## config.mk

```make
export PLATFORM = sky130hd
export DESIGN_NAME = bnn_fc_scheduler
export DESIGN_NICKNAME = d
export VERILOG_FILES = /design/src/rtl/bnn_fc_scheduler.sv
export SDC_FILE = /design/constraint.sdc
export NUM_CORES = 1
export LEC_CHECK = 0
export CAP_MARGIN = 15
export CORE_MARGIN = 4
export CORE_UTILIZATION = 55
export DETAILED_ROUTE_END_ITERATION = 10
export GPL_TIMING_DRIVEN = 0
export PLACE_DENSITY_LB_ADDON = 0.2
export SYNTH_ARGS = -nofsm -noshare
export SYNTH_HDL_FRONTEND = slang
export SYNTH_SLANG_ARGS = --single-unit
```

## constraint.sdc

```tcl
create_clock -name iCLK -period 8.71 [get_ports iCLK]
set_input_delay 2.613 -clock iCLK [delete_from_list [all_inputs] [get_ports iCLK]]
set_output_delay 2.613 -clock iCLK [all_outputs]
set_load 0.01 [all_outputs]
```

## src/rtl/bnn_fc_scheduler.sv

```systemverilog
// Sequences one binary fully-connected layer over the shared xnor_popcount datapath:
// issues chunk reads per neuron, accumulates returned popcounts, presents each neuron result.
module bnn_fc_scheduler #(
  parameter int WL      = 112,
  parameter int N_CHUNK = 4,
  parameter int N_OUT   = 10,
  parameter int RD_LAT  = 1,
  parameter int ACC_W   = 11,
  parameter int WA_W    = 8,
  localparam int XA_W   = (N_CHUNK > 1) ? $clog2(N_CHUNK) : 1,
  localparam int IDX_W  = (N_OUT > 1) ? $clog2(N_OUT) : 1
) (
  input  logic             iCLK,
  input  logic             iRST,
  input  logic             iSTART,
  input  logic [ACC_W-1:0] iTHRESH,
  output logic             oRD_EN,
  output logic [WA_W-1:0]  oWADDR,
  output logic [XA_W-1:0]  oXADDR,
  output logic             oPC_EN,
  input  logic             iPC_VALID,
  input  logic [ACC_W-1:0] iPC_DATA,
  output logic             oVALID,
  input  logic             iREADY,
  output logic [IDX_W-1:0] oIDX,
  output logic [ACC_W-1:0] oSUM,
  output logic [ACC_W:0]   oSCORE,
  output logic             oBIT,
  output logic             oBUSY,
  output logic             oDONE
);

  localparam int RC_W   = $clog2(N_CHUNK + 1);
  localparam int TOT_I  = WL * N_CHUNK;
  localparam int LC_I   = N_CHUNK - 1;
  localparam int LN_I   = N_OUT - 1;
  localparam int RF_I   = N_CHUNK;
  localparam logic [ACC_W:0]   TOTAL       = TOT_I[ACC_W:0];
  localparam logic [XA_W-1:0]  LAST_CHUNK  = LC_I[XA_W-1:0];
  localparam logic [IDX_W-1:0] LAST_NEURON = LN_I[IDX_W-1:0];
  localparam logic [RC_W-1:0]  RC_FULL     = RF_I[RC_W-1:0];

  generate
    if (WL * N_CHUNK > (2 ** ACC_W) - 1) begin : g_acc_chk
      $error("ACC_W too narrow for WL*N_CHUNK");
    end
    if (N_OUT * N_CHUNK > (2 ** WA_W)) begin : g_wa_chk
      $error("WA_W too narrow for N_OUT*N_CHUNK");
    end
  endgenerate

  typedef enum logic [2:0] {S_IDLE, S_ISSUE, S_WAIT, S_OUT, S_DONE} state_t;

  state_t             r_state;
  logic [ACC_W-1:0]   r_thresh;
  logic [IDX_W-1:0]   r_neuron;
  logic [XA_W-1:0]    r_chunk;
  logic [RC_W-1:0]    r_ret;
  logic [ACC_W-1:0]   r_acc;
  logic               r_rd_en;
  logic [WA_W-1:0]    r_waddr;
  logic [RD_LAT-1:0]  r_pc_pipe;
  logic               r_valid;
  logic [IDX_W-1:0]   r_idx;
  logic [ACC_W-1:0]   r_sum;
  logic [ACC_W:0]     r_score;
  logic               r_bit;
  logic               r_busy;
  logic               r_done;

  // Returns are only counted while a neuron is in flight; strays elsewhere are dropped.
  logic               w_take;
  logic [ACC_W-1:0]   w_acc_nxt;
  logic [RC_W-1:0]    w_ret_nxt;
  logic [ACC_W:0]     w_score;

  assign w_take    = iPC_VALID && (r_state == S_ISSUE || r_state == S_WAIT);
  assign w_acc_nxt = r_acc + (w_take ? iPC_DATA : '0);
  assign w_ret_nxt = r_ret + RC_W'(w_take);
  assign w_score   = {w_acc_nxt, 1'b0} - TOTAL;

  always_ff @(posedge iCLK) begin
    if (iRST) begin
      r_state   <= S_IDLE;
      r_thresh  <= '0;
      r_neuron  <= '0;
      r_chunk   <= '0;
      r_ret     <= '0;
      r_acc     <= '0;
      r_rd_en   <= 1'b0;
      r_waddr   <= '0;
      r_pc_pipe <= '0;
      r_valid   <= 1'b0;
      r_idx     <= '0;
      r_sum     <= '0;
      r_score   <= '0;
      r_bit     <= 1'b0;
      r_busy    <= 1'b0;
      r_done    <= 1'b0;
    end else begin
      r_pc_pipe[0] <= r_rd_en;
      for (int i = 1; i < RD_LAT; i++) r_pc_pipe[i] <= r_pc_pipe[i-1];
      r_done <= 1'b0;
      case (r_state)
        S_IDLE: begin
          if (iSTART) begin
            r_thresh <= iTHRESH;
            r_neuron <= '0;
            r_waddr  <= '0;
            r_chunk  <= '0;
            r_acc    <= '0;
            r_ret    <= '0;
            r_rd_en  <= 1'b1;
            r_busy   <= 1'b1;
            r_state  <= S_ISSUE;
          end
        end
        S_ISSUE: begin
          r_acc   <= w_acc_nxt;
          r_ret   <= w_ret_nxt;
          // Address keeps running so it lands on the next neuron's base.
          r_waddr <= r_waddr + WA_W'(1);
          if (r_chunk == LAST_CHUNK) begin
            r_chunk <= '0;
            r_rd_en <= 1'b0;
            r_state <= S_WAIT;
          end else begin
            r_chunk <= r_chunk + XA_W'(1);
          end
        end
        S_WAIT: begin
          r_acc <= w_acc_nxt;
          r_ret <= w_ret_nxt;
          if (w_ret_nxt >= RC_FULL) begin
            r_valid <= 1'b1;
            r_idx   <= r_neuron;
            r_sum   <= w_acc_nxt;
            r_score <= w_score;
            r_bit   <= (w_acc_nxt >= r_thresh);
            r_state <= S_OUT;
          end
        end
        S_OUT: begin
          if (iREADY) begin
            r_valid <= 1'b0;
            if (r_neuron == LAST_NEURON) begin
              r_done  <= 1'b1;
              r_state <= S_DONE;
            end else begin
              r_neuron <= r_neuron + IDX_W'(1);
              r_acc    <= '0;
              r_ret    <= '0;
              r_rd_en  <= 1'b1;
              r_state  <= S_ISSUE;
            end
          end
        end
        S_DONE: begin
          r_busy  <= 1'b0;
          r_state <= S_IDLE;
        end
        default: r_state <= S_IDLE;
      endcase
    end
  end

  assign oRD_EN = r_rd_en;
  assign oWADDR = r_waddr;
  assign oXADDR = r_chunk;
  assign oPC_EN = r_pc_pipe[RD_LAT-1];
  assign oVALID = r_valid;
  assign oIDX   = r_idx;
  assign oSUM   = r_sum;
  assign oSCORE = r_score;
  assign oBIT   = r_bit;
  assign oBUSY  = r_busy;
  assign oDONE  = r_done;

endmodule
```

### Word-level counts from Yosys, hierarchy flattened

Index checks and enable logic that the tools add are counted.

| word-level totals | value |
|---|---|
| bits in registers | 75 |
| word-level logic and storage cells | 91 |
| output and inout bits | 43 |

| cells by class | value |
|---|---|
| eq/ne operators | 11 |
| reductions and logical operators | 20 |
| muxes and demuxes | 34 |
| bitwise gates (word level) | 2 |
| add/subtract/negate cells | 6 |
| $lt $le $gt $ge | 2 |

Operators by type and width:

| kind | count |
|---|---|
| $mux 11 | 4 |
| $pmux 11 s3 | 1 |
| $mux 3 | 8 |
| $pmux 8 s2 | 1 |
| $mux 4 | 3 |
| $pmux 3 s4 | 1 |
| $reduce_and 4->1 | 3 |
| $sub 12x9->12 const B | 1 |
| $add 11x11->11 | 1 |
| $ge 11x11->1 | 1 |
| $pmux 3 s3 | 1 |
| $add 8x1->8 const B | 1 |
| $mux 8 | 1 |
| $pmux 4 s2 | 1 |
| $reduce_and 2->1 | 4 |
| $reduce_bool 2->1 | 4 |
| $mux 1 | 7 |
| $eq 3x2->1 const B | 2 |
| $ne 2x2->1 const B | 3 |
| $reduce_bool 3->1 | 2 |
| $reduce_and 5->1 | 1 |
| $add 4x1->4 const B | 1 |
| $eq 4x4->1 const B | 1 |
| $mux 2 | 2 |
| 17 further kinds | 20 |

### Logic depth before layout (Yosys ltp)

Gate-level depths: netlist of run 1.

| depth | value |
|---|---|
| depth after elaboration | 7 |
| gate-level depth with buffers | 19 |

### Least setup slack after synthesis of run 1

OpenSTA, ideal clock, no wires.

| path | value |
|---|---|
| path type | input to register |
| start point | in iPC_VALID |
| end point | reg r_bit (netlist: oBIT) |
| setup slack | 3.147 ns |
| cell stages on the path | 14 |
| arrival | 5.447 ns |
| cell sequence | clkbuf_1 -> and3_1 -> ha_1 -> a211oi_2 -> o21bai_2 -> a21oi_1 -> xnor2_1 -> ha_1 -> a2111oi_0 -> nor2_1 -> nor2_1 -> o31ai_1 -> maj3_1 -> a31o_2 |

| on the way | value |
|---|---|
| cells in the longest elaborated chain, start to end | 4 |
| elaborated cells between the ends (all ways) | 7 |

RTL lines:

| what | line | RTL |
|---|---|---|
| start, declared | 21 | `input logic iPC_VALID,` |
| $logic_and 1x1->1 | 77 | `assign w_take = iPC_VALID && (r_state == S_ISSUE \|\| r_state == S_WAIT);` |
| $mux 11 | 78 | `assign w_acc_nxt = r_acc + (w_take ? iPC_DATA : '0);` |
| $add 11x11->11 | 78 |  |
| via w_acc_nxt[5] | 73 | `logic [ACC_W-1:0] w_acc_nxt;` |
| $ge 11x11->1 | 139 | `r_bit <= (w_acc_nxt >= r_thresh);` |
| end signal, assigned | 139 |  |
| end, declared | 67 | `logic r_bit;` |

The timed path passes the listed nets, and every way through them passes these cells.
A chain may end at the register's enable or synchronous reset.

### Worst setup path in the final report of run 1

Ends and elaborated chain as after synthesis.

==> flow_metrics.tcl, run 1 <==
set metrics [dict create \
    hold_viol 0 \
    timing.critical_path.required_ns 8.94 \
    r2r_setup_slack_ns 4.00 \
    synthDistinctLibCells 59 \
    leakagePower_uw 0.00190 \
    numPortBuffers 67 \
    grt_start_max_net_pins 12 \
    overflow 0 \
    yosysSeqAreaShare_pct 38.2 \
    rows 29 \
    worst_path_max_delay_cell "xnor2_1" \
    htree_levels 3 \
    diodes 0 \
    setup_tns_ns 0 \
    ys_seq_elements 69 \
    crit_path_cell_trace "clkdlybuf4s50_1, clkbuf_1, and3_1, ha_1, a211oi_2, o21bai_2, a21oi_1, xnor2_1, ha_1, a2111oi_0, nor2_1, nor2_1, o31ai_1, maj3_1, a31o_2" \
    synthArstFlopShare_pct 0 \
    endpoint_kind "flip-flop" \
    syn_area_mm2 0.00362 \
    final_cell_mix "69 x dfxtp_1, 67 x clkdlybuf4s50_1, 66 x nand2_1" \
    tightest_slew_ns 0.781 \
    area_growth_pct 27.4 \
    grt_pass1_vias 3107 \
    yosysWarnings 0 \
    clk_latency_ns 0.34 \
    drcViolationCount 0 \
    fp.dieArea_mm2 0.00794 \
    slew_viol_final 0 \
    avgViaCountPerCell 5.54 \
    pin_count 70 \
    cts_buffers 9 \
    wl_um 8830 \
    cp.depth 15 \
    critPathMaxStageDelay_ns 0.63 \
    crit_end "oBIT$_SDFFE_PP0P_" \
    drt-initial-drc-count 177 \
    gp_congestion 0.902 \
    drt_pre_antenna_iters 4 \
    postCtsSetupBuffers 0 \
    cts-resized-gates 0 \
    nets 565 \
    holdBufCountCts 0 \
    criticalPathCategory "primary input to flip-flop" \
    antenna_found_initial 0 \
    synth_nets 487 \
    hold_class "flip-flop to flip-flop" \
    start_util_pct 56.7 \
    coreArea_mm2 0.00639 \
    cp_top_family "compound AO/OA/AOI/OAI gates" \
    setup_viol 0 \
    power_density_mw_per_mm2 154 \
    drive_above_1_share_pct 8.17 \
    critPathBufInv 2 \
    slew_headroom_pct 47.6 \
    cts_sinks 69 \
    crit_start "iPC_VALID" \
    outcome "finished clean" \
    antenna_left 0 \
    reg2reg_from "r_state[1]$_SDFFE_PP0P_" \
    synth_edf_count 0 \
    fmax_ghz 0.157 \
    worstRegToRegCells 19 \
    min_period_ns 6.37 \
    die_h_um 89.1 \
    cp_data_arrival_time_ns 6.60 \
    max_cap_viol_count 0 \
    die_x_um 89.1 \
    worst_clock_skew_ns 0.0112 \
    ir_worst_vdd_mv 0.144 \
    r2r-end "oBIT$_SDFFE_PP0P_" \
    detailed_place_hpwl_um 6580 \
    grt_use_total_pct 23.1 \
    critPathLaunchType "primary input" \
    postSynthAreaPerCell_um2 8.38 \
    timing.final.crit_share_pct 73.1 \
    grt_setup_unrepaired "false" \
    whs_path_depth 2 \
    dr_total_vias 3275 \
    cp_max_fo 10 \
    power.total_uw 708 \
    path_clk_slew_ns 0.07 \
    grt_pass1_wl_um 14300 \
    ys.flop_type "dfxtp_1" \
    ctsRootBufferMaster "clkbuf_8" \
    postSynthCellCount 432 \
    cts_buffer_depth 2 \
    wl_per_cell_um 14.9 \
    final_common_cell "dfxtp_1" \
    cts_tree "done" \
]
[tightest hold or removal path: stages, from the launching register on]
cell and delay, ns:
dfxtp_1 0.31, nand2_1 0.05, a21oi_1 0.05
[logic make-up after synthesis]
kind of cell    count (synthesis)  synth area share (%)
compound gates                 91                  17.1
xor+xnor                       18                  4.98
fa+ha+maj                      29                  10.2
buf+inv                        44                  5.95
flops                          69                  38.2
mux                             5                  1.45
other cells                     1                 0.104
simple gates                  175                  22.1
[where the power goes]
| part | switching [uW] | internal [uW] |
|---|---|---|
| logic | 50.3 | 39.4 |
| registers | 4.33 | 322 |
| clock network | 116 | 176 |
[synth_stat cells, drive strengths merged, types with 2 or more instances]
| library cell | instances | area [um^2] |
|---|---|---|
| a21oi | 45 | 229 |
| o211ai | 2 | 20.0 |
| a211oi | 5 | 42.5 |
| o21a | 2 | 15.0 |
| and2 | 2 | 12.5 |
| inv | 14 | 52.6 |
| ha | 27 | 338 |
| buf | 8 | 60.1 |
| nand2 | 66 | 248 |
| xor2 | 5 | 43.8 |
| dfxtp | 69 | 1380 |
| o21ai | 5 | 28.8 |
| or2 | 2 | 12.5 |
| clkbuf | 22 | 103 |
| a22oi | 13 | 97.6 |
| mux2i | 3 | 30.0 |
| xnor2 | 13 | 136 |
| nor3 | 21 | 110 |
| nor2 | 50 | 198 |
| nand2b | 3 | 18.8 |
| or3 | 2 | 13.8 |
| a21o | 6 | 45.0 |
| and3 | 13 | 86.3 |
| mux2 | 2 | 22.5 |
| nor3b | 2 | 15.0 |
| nand3 | 8 | 40.0 |
| a211o | 3 | 26.3 |
| nand3b | 2 | 15.0 |
[routing by layer]
layer  share of wire [%]  vias up  global-route usage [%]
met5                   0        -                       0
met4                0.41        0                    8.93
met3                 7.5        4                    3.23
met2                  49      112                    39.0
met1                  43     1510                    29.8
li1                    -     1649                       -
[cell type report]
type                            instances  area (um^2)
Buffer                                 30          163
Clock buffer                           12          155
Clock inverter                          3         68.8
Fill cell                             502         1780
Inverter                               14         52.6
Multi-Input combinational cell        319         2020
Sequential cell                        69         1380
Tap cell                               77         96.3
Timing Repair Buffer                   67          671
[stage by stage]
| step | setup slack (ns) | hold slack [ns] | utilization, % | cell area, um^2 | std cells |
|---|---|---|---|---|---|
| after global placement | 2.15 | 0.443 | 68.7 | 4390 | 576 |
| final | 2.34 | 0.456 | 72.2 | 4610 | 591 |
| after detailed placement | 2.05 | 0.448 | 68.7 | 4390 | 576 |
| after global routing | 2.11 | 0.475 | 72.2 | 4610 | 591 |
| after floorplan | 3.15 | 0.436 | - | 3620 | 432 |
| after CTS | 2.36 | 0.458 | 72.2 | 4610 | 591 |
[how the worst min path moves through the flow]
stage / start / endpoint / slack, ns
2_1_floorplan: r_thresh[10]$_SDFFE_PP0P_ / r_thresh[10]$_SDFFE_PP0P_ / 0.44
3_3_place_gp: r_thresh[9]$_SDFFE_PP0P_ / r_thresh[9]$_SDFFE_PP0P_ / 0.44
3_5_place_dp: r_thresh[2]$_SDFFE_PP0P_ / r_thresh[2]$_SDFFE_PP0P_ / 0.45
4_1_cts: r_thresh[2]$_SDFFE_PP0P_ / r_thresh[2]$_SDFFE_PP0P_ / 0.46
5_1_grt: oSUM[6]$_SDFFE_PP0P_ / oSUM[6]$_SDFFE_PP0P_ / 0.47
6_report: r_thresh[2]$_SDFFE_PP0P_ / r_thresh[2]$_SDFFE_PP0P_ / 0.46
[state kept, by name (all words and copies together), names as in the netlist]
signal,count
oSUM,11
r_acc,11
r_thresh,11
oWADDR,8
oSCORE,6
oIDX,4
r_neuron,4
r_ret,3
r_state,3
oXADDR,2
oBIT,1
oBUSY,1
oDONE,1
oPC_EN,1
oRD_EN,1
oVALID,1
Power figures use the tool's default switching activity.
==> inputs of run 2 (changes only) <==
--- a/config.mk
+++ b/config.mk
@@ -7,7 +7,7 @@
 export LEC_CHECK = 0
 export CAP_MARGIN = 15
 export CORE_MARGIN = 4
-export CORE_UTILIZATION = 55
+export CORE_UTILIZATION = 47
 export DETAILED_ROUTE_END_ITERATION = 10
 export GPL_TIMING_DRIVEN = 0
 export PLACE_DENSITY_LB_ADDON = 0.2
==> constraint.sdc (replaced) <==
create_clock -name iCLK -period 5.5 [get_ports iCLK]
set_input_delay 1.65 -clock iCLK [delete_from_list [all_inputs] [get_ports iCLK]]
set_output_delay 1.65 -clock iCLK [all_outputs]
set_load 0.01 [all_outputs]
==> run 2 against run 1 <==
  * Total power is 47% higher
  * Cell count is 3.9% higher
  * Die area is 15% higher
  * First-iteration DRC count is 39% lower
  * Via count is 0.58% lower
  * Critical endpoint unchanged
  * Worst setup slack worse by 2.0 ns
  * Sequential share of layout area hardly changed
  * Clock power is 31% higher
  * Combinational power is 57% higher
  * Hold slack hardly changed
==> flow_metrics.tcl, run 2 (synthesis results as in run 1) <==
set metrics [dict create \
    cts_buffer_depth 2 \
    criticalPathCategory "primary input to flip-flop" \
    worst_clock_skew_ns 0.00912 \
    hold_class "flip-flop to flip-flop" \
    area_growth_pct 27.3 \
    post-place-ws_ns -0.169 \
    die_h_um 95.7 \
    final_common_cell "dfxtp_1" \
    layout.cells.non_filler 614 \
    start_util_pct 49.1 \
    antenna_found_initial 0 \
    detailed_place_hpwl_um 6680 \
    endpoint_kind "flip-flop" \
    drive_above_1_share_pct 8.93 \
    setup_viol 0 \
    cts-resized-gates 0 \
    path_clk_slew_ns 0.07 \
    diodes 0 \
    holdBufCountCts 0 \
    holdWs_ns 0.456 \
    pin_count 70 \
    cp_top_family "compound AO/OA/AOI/OAI gates" \
    drt-initial-drc-count 108 \
    htree_levels 3 \
    tightest_slew_ns 0.651 \
    cts_sinks 69 \
    fp.dieArea_mm2 0.00917 \
    overflow 0 \
    grt_start_max_net_pins 13 \
    max_cap_viol_count 0 \
    timing.final.crit_share_pct 94.2 \
    die_x_um 95.7 \
    drcViolationCount 0 \
    grt_pass1_wl_um 14100 \
    critPathBufInv 2 \
    critPathMaxStageDelay_ns 0.53 \
    grt_setup_unrepaired "false" \
    cts_tree "done" \
    cp.depth 15 \
    hold_viol 0 \
    avgViaCountPerCell 5.30 \
    worstRegToRegCells 19 \
    fmax_ghz 0.193 \
    finish.utilization_pct 62.5 \
    nets 565 \
    numPortBuffers 67 \
    crit_path_cell_trace "clkdlybuf4s50_1, clkbuf_2, and3_1, ha_1, a211oi_2, o21bai_2, a21oi_1, xnor2_1, ha_1, a2111oi_0, nor2_1, nor2_1, o31ai_1, maj3_1, a31o_2" \
    rows 31 \
    outcome "finished clean" \
    whs_path_depth 2 \
    grt_use_total_pct 20.0 \
    power.total_uw 1040 \
    power_density_mw_per_mm2 226 \
    ir_worst_vdd_mv 0.135 \
    gp_congestion 0.870 \
    wl_um 8670 \
    slew_headroom_pct 56.6 \
    cts_buffers 9 \
    clk_latency_ns 0.34 \
    drt_pre_antenna_iters 5 \
    ctsRootBufferMaster "clkbuf_8" \
    postCtsSetupBuffers 0 \
    slew_viol_final 0 \
    antenna_left 0 \
    dr_total_vias 3256 \
    coreArea_mm2 0.00737 \
    cp_data_arrival_time_ns 5.42 \
    critPathLaunchType "primary input" \
    grt_pass1_vias 3012 \
    worst_path_max_delay_cell "clkdlybuf4s50_1" \
    fin_ws_ns 0.319 \
    cp_max_fo 10 \
    min_period_ns 5.18 \
    leakagePower_uw 0.00189 \
    dp.cells 598 \
    final_cell_mix "69 x dfxtp_1, 67 x clkdlybuf4s50_1, 66 x nand2_1" \
    wl_per_cell_um 14.1 \
    timing.critical_path.required_ns 5.73 \
]
==> run 2: through the flow <==
| stage | area (um^2) | setup TNS (ns) |
|---|---|---|
| after floorplan | 3620 | 0 |
| after global placement | 4410 | -0.124 |
| after detailed placement | 4410 | -0.169 |
| after CTS | 4600 | 0 |
| after global routing | 4610 | 0 |
| final | 4610 | 0 |
==> run 2: final cells by class <==
cell class                      instances  area [um^2]
Clock buffer                           11          151
Timing Repair Buffer                   67          671
Tap cell                               99          124
Sequential cell                        69         1380
Fill cell                             650         2760
Inverter                               14         52.6
Clock inverter                          5         33.8
Multi-Input combinational cell        319         2030
Buffer                                 30          164
==> run 2: final timing paths <==
kind                                              start  slack, ns                    to
worst max-delay path                          iPC_VALID       0.32     oBIT$_SDFFE_PP0P_
worst min-delay path               oSUM[9]$_SDFFE_PP0P_       0.46  oSUM[9]$_SDFFE_PP0P_
worst max register to register  r_state[1]$_SDFFE_PP0P_       1.06     oBIT$_SDFFE_PP0P_
worst min register to register     oSUM[9]$_SDFFE_PP0P_       0.46  oSUM[9]$_SDFFE_PP0P_
==> run 2: power by group <==
part	internal, uW	switching, uW
Clock	188	194
Combinational	62.5	78.8
Sequential	510	6.65
==> run 2: per-layer routing <==
metal  routed length, um  vias up  track usage (%)
li1                    -     1637                -
met1                3990     1538             26.6
met2                4100       71             31.9
met3                 453       10             3.28
met4                 124        0             8.53
met5                   0        -                0
==> run 2: tightest hold or removal path: stages (launching register included) <==
cell and delay (ns):
dfxtp_1 0.31, nand2_1 0.05, a21oi_1 0.05
==> inputs of run 3 (changes only) <==
==> constraint.sdc (replaced) <==
create_clock -name iCLK -period 5.5 [get_ports iCLK]
set_input_delay 0.825 -clock iCLK [delete_from_list [all_inputs] [get_ports iCLK]]
set_output_delay 0.825 -clock iCLK [all_outputs]
set_load 0.01 [all_outputs]
==> run 3 against run 2 <==
  * Critical path type is now flip-flop to flip-flop
  * Critical endpoint unchanged
  * Flip-flop and latch count is the same
  * Clock skew about the same
  * Design area decreased by 0.19%
  * Die area did not move
  * Combinational power is essentially flat
  * Via count fell by 0.43%
==> flow_metrics.tcl, run 3 (synthesis results as in run 1) <==
set metrics [dict create \
    die_h_um 95.7 \
    power_density_mw_per_mm2 226 \
    power.total_uw 1040 \
    die_x_um 95.7 \
    cts-resized-gates 0 \
    pin_count 70 \
    cts_tree "done" \
    path_common_cell "nor2_1" \
    nets 565 \
    layout.cells.non_filler 614 \
    criticalPathCategory "flip-flop to flip-flop" \
    start_util_pct 49.1 \
    final_cell_mix "69 x dfxtp_1, 67 x clkdlybuf4s50_1, 66 x nand2_1" \
    detailed_place_hpwl_um 6680 \
    holdWs_ns 0.456 \
    dr_total_vias 3242 \
    postCtsSetupBuffers 0 \
    cts_sinks 69 \
    grt_pass1_vias 3012 \
    dp.cells 598 \
    hold_viol 0 \
    leakagePower_uw 0.00188 \
    drt-initial-drc-count 115 \
    tightest_slew_ns 0.638 \
    drt_pre_antenna_iters 5 \
    timing.final.crit_share_pct 83.7 \
    holdBufCountCts 0 \
    slew_headroom_pct 57.1 \
    cp_data_arrival_time_ns 4.84 \
    wl_per_cell_um 14.2 \
    drcViolationCount 0 \
    cts_buffer_depth 2 \
    htree_levels 3 \
    numPortBuffers 67 \
    cp_max_fo 10 \
    worst_clock_skew_ns 0.00900 \
    drive_above_1_share_pct 8.54 \
    ir_worst_vdd_mv 0.135 \
    fp.dieArea_mm2 0.00917 \
    postPlaceCellArea_mm2 0.00441 \
    antenna_found_initial 0 \
    avgViaCountPerCell 5.28 \
    setup_tns_ns 0 \
    critPathLaunchType "flip-flop" \
    crit_path_cell_trace "buf_4, xnor2_2, nor2_4, clkbuf_1, and3_1, ha_1, fa_1, a21oi_2, o211ai_2, nor2_1, xnor2_1, ha_1, o21a_1, o21ai_0, nor2_1, nor2_1, o31ai_1, maj3_1, a31o_2" \
    gp_congestion 0.870 \
    grt_pass1_wl_um 14100 \
    timing.critical_path.required_ns 5.73 \
    area_growth_pct 27.1 \
    critPathMaxStageDelay_ns 0.48 \
    slew_viol_final 0 \
    setup_viol 0 \
    fmax_ghz 0.217 \
    rows 31 \
    fin_area_mm2 0.00460 \
    grt_setup_unrepaired "false" \
    ctsRootBufferMaster "clkbuf_8" \
    fillers 652 \
    hold_class "flip-flop to flip-flop" \
    min_period_ns 4.60 \
    multiInputGateArea_mm2 0.00202 \
    path_clk_slew_ns 0.08 \
    coreArea_mm2 0.00737 \
    final_common_cell "dfxtp_1" \
    grt_use_total_pct 20.0 \
    worst_path_max_delay_cell "xnor2_1" \
    outcome "finished clean" \
    grt_start_max_net_pins 13 \
    diodes 0 \
    overflow 0 \
    max_cap_viol_count 0 \
    clk_latency_ns 0.34 \
    wl_um 8690 \
    antenna_left 0 \
    area.sequential_mm2 0.00138 \
    cts_buffers 9 \
    endpoint_kind "flip-flop" \
]
run 3: report_power, final:
group / leakage [uW] / internal [uW] / switching [uW]
logic: 0.00122 / 62.2 / 78.6
registers: 0.000559 / 510 / 6.68
clock network: 0.0000917 / 188 / 194
run 3: layer usage:
layer / share of wire (%) / wire length (um) / vias up / GRT usage [%]
met3: 5.4 / 467 / 10 / 3.28
met1: 46 / 3980 / 1519 / 26.6
met2: 47 / 4120 / 75 / 31.9
met4: 1.4 / 124 / 0 / 8.53
li1: - / - / 1638 / -
met5: 0 / 0 / - / 0
run 3: worst max-delay path, delay by kind of cell, from the launching register on:
kind / cells / cell delay, ns
AOI/OAI and AO/OA: 6 / 1.09
xor gates and xnor gates: 2 / 0.64
adders and majority gates: 4 / 1.18
buffers and inverters: 2 / 0.59
DFF: 1 / 0.31
and+or+nand+nor: 5 / 0.68
run 3: final timing paths:
check / start / endpoint / slack [ns] / cells after the start
worst max-delay path: r_state[1]$_SDFFE_PP0P_ / oBIT$_SDFFE_PP0P_ / 0.90 / 19
worst min-delay path: oSUM[9]$_SDFFE_PP0P_ / oSUM[9]$_SDFFE_PP0P_ / 0.46 / 2
worst max register to register: r_state[1]$_SDFFE_PP0P_ / oBIT$_SDFFE_PP0P_ / 0.90 / 19
worst min register to register: oSUM[9]$_SDFFE_PP0P_ / oSUM[9]$_SDFFE_PP0P_ / 0.46 / 2
run 3: through the flow:
| stage | util [%] | setup WS [ns] |
|---|---|---|
| global route | 62.4 | 0.582 |
| CTS | 62.4 | 0.914 |
| global placement | 59.9 | 0.701 |
| detailed placement | 59.9 | 0.656 |
| finish | 62.4 | 0.896 |
| floorplan | - | 1.60 |
run 3: final cells by class:
class,instances,area share [%]
buffer,30,3.54
clock buffer,11,3.29
clock inverter,5,0.735
inverter,14,1.14
multi-input combinational,319,44.0
sequential,69,30.0
tap,99,2.69
timing repair buffer,67,14.6
